[src/rtl/div_unit_arbiter.sv]
// Shares one iterative divider between the DIV-capable issue queues: oldest-first grant,
// in-flight tracking, one-cycle-early writeback reservation and mispredict abort.
module div_unit_arbiter #(
  parameter int NUM_PORTS = 2,
  parameter int DIV_LAT   = 33,
  parameter int SQN_W     = 7,
  parameter int TAG_W     = 7
) (
  input  logic                       clk,
  input  logic                       rst,
  input  logic [NUM_PORTS-1:0]       IN_req,
  input  logic [NUM_PORTS*SQN_W-1:0] IN_reqSqN,
  input  logic [NUM_PORTS-1:0]       IN_issue,
  input  logic [NUM_PORTS*SQN_W-1:0] IN_issueSqN,
  input  logic [NUM_PORTS*TAG_W-1:0] IN_issueTag,
  input  logic                       IN_branchTaken,
  input  logic [SQN_W-1:0]           IN_branchSqN,
  output logic [NUM_PORTS-1:0]       OUT_doNotIssueDiv,
  output logic                       OUT_busy,
  output logic                       OUT_wbReserve,
  output logic                       OUT_done,
  output logic [TAG_W-1:0]           OUT_tagDst,
  output logic [SQN_W-1:0]           OUT_sqN
);

  localparam int IDX_W = (NUM_PORTS > 1) ? $clog2(NUM_PORTS) : 1;
  localparam int CNT_W = (DIV_LAT > 2) ? $clog2(DIV_LAT) : 1;

  typedef enum logic [1:0] {IDLE, GRANT, BUSY} state_t;

  state_t             state_r;
  logic [IDX_W-1:0]   gnt_idx_r;
  logic [CNT_W-1:0]   cnt_r;
  logic [SQN_W-1:0]   sqn_r;
  logic [TAG_W-1:0]   tag_r;

  logic               req_any_s;
  logic [IDX_W-1:0]   req_idx_s;
  logic [SQN_W-1:0]   best_sqn_s;
  logic               iss_s;
  logic [SQN_W-1:0]   iss_sqn_s;
  logic [TAG_W-1:0]   iss_tag_s;
  logic               kill_busy_s;
  logic               kill_iss_s;

  // a is older than b when the wrapped difference is negative
  function automatic logic is_older(input logic [SQN_W-1:0] a, input logic [SQN_W-1:0] b);
    logic [SQN_W-1:0] diff;
    diff = a - b;
    return diff[SQN_W-1];
  endfunction

  function automatic logic [NUM_PORTS-1:0] block_mask(input logic [IDX_W-1:0] idx);
    return ~(NUM_PORTS'(1) << idx);
  endfunction

  // Oldest-request selection; strict compare keeps the lowest index on ties
  always_comb begin
    req_any_s  = 1'b0;
    req_idx_s  = '0;
    best_sqn_s = '0;
    for (int i = 0; i < NUM_PORTS; i++) begin
      if (IN_req[i] && (!req_any_s || is_older(IN_reqSqN[i*SQN_W +: SQN_W], best_sqn_s))) begin
        req_any_s  = 1'b1;
        req_idx_s  = IDX_W'(i);
        best_sqn_s = IN_reqSqN[i*SQN_W +: SQN_W];
      end else begin
        req_any_s  = req_any_s;
      end
    end
  end

  // Granted port's issue fields and flush kill decisions
  always_comb begin
    iss_s       = IN_issue[gnt_idx_r];
    iss_sqn_s   = IN_issueSqN[int'(gnt_idx_r)*SQN_W +: SQN_W];
    iss_tag_s   = IN_issueTag[int'(gnt_idx_r)*TAG_W +: TAG_W];
    kill_busy_s = IN_branchTaken && is_older(IN_branchSqN, sqn_r);
    kill_iss_s  = IN_branchTaken && is_older(IN_branchSqN, iss_sqn_s);
  end

  // Sequencer FSM with registered outputs
  always_ff @(posedge clk) begin
    if (rst) begin
      state_r           <= IDLE;
      gnt_idx_r         <= '0;
      cnt_r             <= '0;
      sqn_r             <= '0;
      tag_r             <= '0;
      OUT_doNotIssueDiv <= '1;
      OUT_busy          <= 1'b0;
      OUT_wbReserve     <= 1'b0;
      OUT_done          <= 1'b0;
      OUT_tagDst        <= '0;
      OUT_sqN           <= '0;
    end else begin
      OUT_doNotIssueDiv <= '1;
      OUT_wbReserve     <= 1'b0;
      OUT_done          <= 1'b0;
      case (state_r)
        IDLE: begin
          // busy is held through the done cycle and released here
          OUT_busy <= 1'b0;
          if (req_any_s && !IN_branchTaken) begin
            gnt_idx_r         <= req_idx_s;
            OUT_doNotIssueDiv <= block_mask(req_idx_s);
            state_r           <= GRANT;
          end
        end
        GRANT: begin
          if (iss_s && !kill_iss_s) begin
            sqn_r         <= iss_sqn_s;
            tag_r         <= iss_tag_s;
            // the issue cycle already counts as the first step of DIV_LAT-1
            cnt_r         <= CNT_W'(DIV_LAT - 2);
            OUT_busy      <= 1'b1;
            OUT_wbReserve <= (DIV_LAT == 32'd2);
            state_r       <= BUSY;
          end else begin
            state_r <= IDLE;
          end
        end
        BUSY: begin
          if (kill_busy_s) begin
            OUT_busy <= 1'b0;
            state_r  <= IDLE;
          end else if (cnt_r == '0) begin
            OUT_done   <= 1'b1;
            OUT_tagDst <= tag_r;
            OUT_sqN    <= sqn_r;
            state_r    <= IDLE;
          end else begin
            cnt_r         <= cnt_r - CNT_W'(1);
            OUT_wbReserve <= (cnt_r == CNT_W'(1));
          end
        end
        default: begin
          OUT_busy <= 1'b0;
          state_r  <= IDLE;
        end
      endcase
    end
  end

`ifdef DEBUG
  div_unit_arbiter_chk #(.NUM_PORTS(NUM_PORTS)) u_chk (
    .clk               (clk),
    .rst               (rst),
    .IN_issue          (IN_issue),
    .OUT_doNotIssueDiv (OUT_doNotIssueDiv)
  );
`endif

endmodule

`ifdef DEBUG
// Protocol checker: a queue must never issue a DIV while it is blocked.
module div_unit_arbiter_chk #(
  parameter int NUM_PORTS = 2
) (
  input logic                 clk,
  input logic                 rst,
  input logic [NUM_PORTS-1:0] IN_issue,
  input logic [NUM_PORTS-1:0] OUT_doNotIssueDiv
);
  // Issue from a non-granted port
  always_ff @(posedge clk) begin
    if (!rst) begin
      assert ((IN_issue & OUT_doNotIssueDiv) == '0)
        else $error("div issue on non-granted port %b", IN_issue);
    end
  end
endmodule
`endif

[config.mk]
export PLATFORM = sky130hd
export DESIGN_NAME = div_unit_arbiter
export DESIGN_NICKNAME = d
export VERILOG_FILES = /design/src/rtl/div_unit_arbiter.sv
export SDC_FILE = /design/constraint.sdc
export NUM_CORES = 1
export LEC_CHECK = 0
export BUFFER_PORTS_ARGS = -buffer_cell sky130_fd_sc_hd__buf_2
export CAP_MARGIN = 20
export CORE_ASPECT_RATIO = 1.1
export CORE_MARGIN = 4
export CORE_UTILIZATION = 40
export CTS_BUF_LIST = sky130_fd_sc_hd__clkbuf_8
export CTS_CLUSTER_DIAMETER = 150
export CTS_CLUSTER_SIZE = 12
export DETAILED_ROUTE_END_ITERATION = 16
export GPL_TIMING_DRIVEN = 0
export PLACE_DENSITY = 0.73
export REMOVE_ABC_BUFFERS = 1
export SLEW_MARGIN = 20
export SYNTH_ARGS = -nofsm -noshare
export SYNTH_HDL_FRONTEND = slang
export SYNTH_SLANG_ARGS = --single-unit
[constraint.sdc]
create_clock -name clk -period 3.58 [get_ports clk]
set_input_delay 0.537 -clock clk [delete_from_list [all_inputs] [get_ports clk]]
set_output_delay 0.537 -clock clk [all_outputs]
set_load 0.03 [all_outputs]
# After elaboration in Yosys (flattened, before gate mapping)
# Cells that the tools add are included.
# word_totals
reg_bits	42
in_bits	56
output_inout_bits	19
# classes
addsub	4
mul	1
magnitude_cmp	1
eq_ne	9
shift	3
muxes	19
n_bitwise	5
reduce_logical	21
# op_table
cell	count
14-bit by 32-bit indexed part select with 7-bit output	1
7-bit subtractor	3
6-bit two-way mux	3
14-bit by 5-bit indexed part select with 7-bit output	1
6-bit case mux with 2 select lines	1
2-bit inequality test, second input constant	5
1-bit two-way mux	8
2-bit two-way mux	4
2-bit AND reduction	4
7-bit two-way mux	1
6-bit by 1-bit equality test with 1-bit output, second input constant	1
6-bit zero test	1
2-bit case mux with 3 select lines	1
3-bit OR reduction	2
6-bit by 1-bit subtractor with 6-bit output, second input constant	1
1-bit logical AND	5
1-bit by 3-bit multiplier with 4-bit output, second input constant	1
1-bit inverter	4
4-bit AND reduction	1
4-bit OR reduction	1
1-bit zero test	3
3-bit inequality test, second input constant	1
3-bit AND reduction	1
2-bit by 1-bit equality test with 1-bit output, second input constant	1
other kinds (8)	8

# Depth between registers and ports, before layout
# logic_depth
ltp_word	8
depth_mapped	11
mapped_depth_nobuf	8

# Worst setup path before layout
# OpenSTA, ideal clock, no wires.
# synth_path
kind	register to register
start	register gnt_idx_r
end	register cnt_r[1]
setup_ns	0.123
arrival_ns	2.681
slack_ns	0.776
stages_incl_launch_ff	11
period_less_slack_ns	2.804
cell_sequence	dfxtp_1 > buf_6 > clkbuf_1 > mux2i_1 > ha_1 > a21oi_1 > o21ai_0 > or4_1 > nand4_2 > a21boi_4 > mux2_1
# synth_between
elab_chain_cells	8
word_cells_on_any_way	10
cone_classes	add/sub: 1; mul: 1; eq/ne: 1; shift: 1; mux: 2; reduce/logical: 4
# synth_lines
item	line	source
start: declaration	32	logic [IDX_W-1:0] gnt_idx_r;
start signal: assignment	105	gnt_idx_r <= req_idx_s;
1-bit by 3-bit multiplier with 4-bit output	76	iss_sqn_s = IN_issueSqN[int'(gnt_idx_r)*SQN_W +: SQN_W];
14-bit by 32-bit indexed part select with 7-bit output	76	
7-bit subtractor	49	diff = a - b;
1-bit logical AND	79	kill_iss_s = IN_branchTaken && is_older(IN_branchSqN, iss_sqn_s);
1-bit zero test	111	if (iss_s && !kill_iss_s) begin
1-bit logical AND *	111	
2-bit inequality test (no line) *	n/a	
4-bit AND reduction (no line) *	n/a	
end signal: assignment	115	cnt_r <= CNT_W'(DIV_LAT - 2);
end signal: assignment	133	cnt_r <= cnt_r - CNT_W'(1);
end: declaration	33	logic [CNT_W-1:0] cnt_r;
# Mark *: on every way between the ends. The rest lies on a longest branch, timed or not. The select of a mux whose other input is x is not followed.
# A chain may end at the register's enable or synchronous reset.

# Worst setup path in the final report
# Same ends and word-level chain as after synthesis.

==> impl_metrics.json <==
{
  "top_level_ports": 75,
  "min_path_type": "reg -> reg",
  "initial_utilization": 0.422,
  "cts.clk_slew.worst_paths_ps": 80,
  "htreeDepth": 2,
  "synth_top_flop_cell": "dfxtp_1",
  "maxClockFrequency_ghz": 0.309,
  "setup-violations-final": 0,
  "timing.final.crit_share": 0.904,
  "register_area_um2": 842,
  "peakVddDrop_mv": 0.130,
  "postCtsSetupRepairBufs": 0,
  "cts_sinks": 42,
  "drv.max_cap_violation_count": 0,
  "clockBufferDepth": 2,
  "crit_path_end_kind": "flop",
  "wirelength_um": 5240,
  "worstPathRequired_ps": 3760,
  "first_pass_drt_iterations": 4,
  "ys_ff_latch": 42,
  "powerDensity_nw_per_um2": 360,
  "per_instance_average_area_after_synthesis_um2": 9.08,
  "post-route-min-period_ps": 3240,
  "synth_seq_area_share": 0.362,
  "path_max_fanout": 22,
  "clock-root-buffer": "clkbuf_8",
  "dp.cells": 394,
  "filler_cells_inserted": 529,
  "layout.cells.most_common_list": "74 x buf_2, 44 x nand2_1, 41 x dfxtp_1, 27 x mux2i_1, 18 x ha_1",
  "antenna_found_initial": 0,
  "leakagePower_nw": 1.27,
  "tritoncts": "done",
  "die_width_um": 80.7,
  "yosys_warn_count": 0,
  "area_growth_pct": 22.9,
  "grt_pass1_vias": 1872,
  "criticalPathCategory": "reg -> reg",
  "syn_area_um2": 2320,
  "timing.max_slew.rel_slack": 0.354,
  "num-nets-final": 400,
  "die_y_um": 87.9,
  "dp_slack_ps": -196,
  "drt_iter0_drc": 49,
  "grt_setup_unrepaired": "false",
  "post-dp-hpwl_um": 3960,
  "timing.critical_path.arrival_ps": 3420,
  "report.final.slew_viol_count": 0,
  "gp_routability_congestion": 0.816,
  "grt_util_all_layers": 0.151,
  "worst_setup_path_start_kind": "flop",
  "proportion_of_layout_cells_with_a_drive_suffix_above_1": 0.315,
  "cts-buffers-inserted": 5,
  "row_count": 28,
  "leading_cell_type_in_the_layout_fill_and_taps_excluded": "buf_2",
  "ff2ff_path_depth": 8,
  "largest_net_degree_at_the_start_of_global_routing": 33,
  "clock-skew-final_ps": 3.64,
  "detail_route.drc_violations": 0,
  "synth-async-reset-ratio": 0,
  "run_status": "completed",
  "min_from": "cnt_r[4]",
  "postSynthCellCount": 256,
  "reg2reg_from": "gnt_idx_r",
  "timing.final.hold_violations": 0,
  "hold-path-cell-count": 1,
  "synth_cell_types": 41,
  "multi_input_area_um2": 1390,
  "via_count": 2001,
  "cts_resized": 1,
  "dieArea_um2": 7090,
  "final_critical_path_setup_slack_ps": 344,
  "r2r-end": "cnt_r[1]",
  "fin_setup_tns_ps": 0,
  "synth_enable_flop_cells": 0,
  "grt_pass1_wl_um": 8300,
  "worst_slew_pin_slew_ps": 968,
  "post_cts_hold_buffer_count": 0,
  "final-instance-count-excl-fill": 402,
  "design.core.area_um2": 5500,
  "sink_of_the_worst_hold_path": "cnt_r[4]",
  "num_antenna_cells": 0,
  "grt-ovfl-total": 0,
  "drtAntennaViolNets": 0,
  "per_cell_routed_wire_length_um": 13.0,
  "clk-insertion-delay-late_ps": 290,
  "io_buffer_count": 74,
  "drt-vias-per-instance": 4.98,
  "setup.reg_to_reg.worst_slack_ps": 340
}
## sequential cells by signal, summed over array words and instances (netlist names)
register	flops
cnt_r	6
gnt_idx_r	1
sqn_r	7
tag_r	7
OUT_tagDst	7
state_r	2
OUT_wbReserve	1
OUT_done	1
OUT_busy	1
OUT_sqN	7
OUT_doNotIssueDiv	2
## how the worst max path moves through the flow
stage               endpoint      start
finish              cnt_r[1]  gnt_idx_r
global route        cnt_r[1]  gnt_idx_r
CTS                 cnt_r[1]  gnt_idx_r
detailed placement  cnt_r[1]  gnt_idx_r
global placement    cnt_r[1]  gnt_idx_r
floorplan           cnt_r[1]  gnt_idx_r
## cell families (layout without fill, tap and decap cells)
kind of cell	count (synthesis)	after routing	synth area share
XOR/XNOR	4	4	0.0151
AO/OA/AOI/OAI	42	42	0.131
multiplexers	38	38	0.176
buffers and inverters	24	95	0.0458
adder cells (fa/ha/maj)	18	18	0.0969
flip-flops	42	42	0.362
AND/OR/NAND/NOR	88	88	0.173
## routing by layer
layer / share of wire / vias to the layer above / track usage
li1: - / 1031 / -
met1: 0.42 / 924 / 0.170
met2: 0.52 / 38 / 0.276
met3: 0.048 / 8 / 0.0412
met4: 0.010 / 0 / 0.0445
met5: 0 / - / 0
## synth_stat cells, drive strengths merged, types with 4 or more instances
cell | instances | area, µm²
xnor2 | 4 | 35.0
or2 | 6 | 37.5
inv | 12 | 45.0
ha | 18 | 225
nor2 | 16 | 60.1
nand2 | 44 | 165
a21oi | 17 | 85.1
dfxtp | 42 | 841
nor3 | 7 | 35.0
o211ai | 4 | 30.0
mux2i | 28 | 293
mux2 | 10 | 116
nand2b | 4 | 25.0
clkbuf | 8 | 30.0
buf | 4 | 31.3
nand4 | 4 | 31.3
## critical path: stages (launching register included)
cell	delay [ps]
dfxtp_2	660
mux2i_1	300
ha_1	280
a21oi_1	170
o21ai_0	140
or4_1	590
nand4_4	280
a21boi_4	340
mux2_1	350
## where the power goes
part           switching, mW  internal [mW]  total, mW  leakage, nW
registers             0.0144          0.479      0.494        0.340
logic                 0.0939         0.0846      0.179        0.865
clock network          0.152          0.203      0.355       0.0607
## through the flow
step,instance area (µm²),hold slack (ps),util,power (mW)
finish,2860,454,0.519,1.03
floorplan,2260,421,-,0.614
CTS,2850,447,0.518,1.04
global route,2860,475,0.519,1.08
detailed placement,2740,435,0.498,0.682
global placement,2730,428,0.496,0.674
## area by class of cell
cell class | count | area share
inverters | 12 | 0.0158
clock buffers | 5 | 0.0241
clock inverters | 3 | 0.0131
flip-flops and latches | 42 | 0.295
well taps | 75 | 0.0329
repair buffers | 75 | 0.134
multi-input cells | 190 | 0.486
Note: power is estimated with default switching activity, not from simulation.
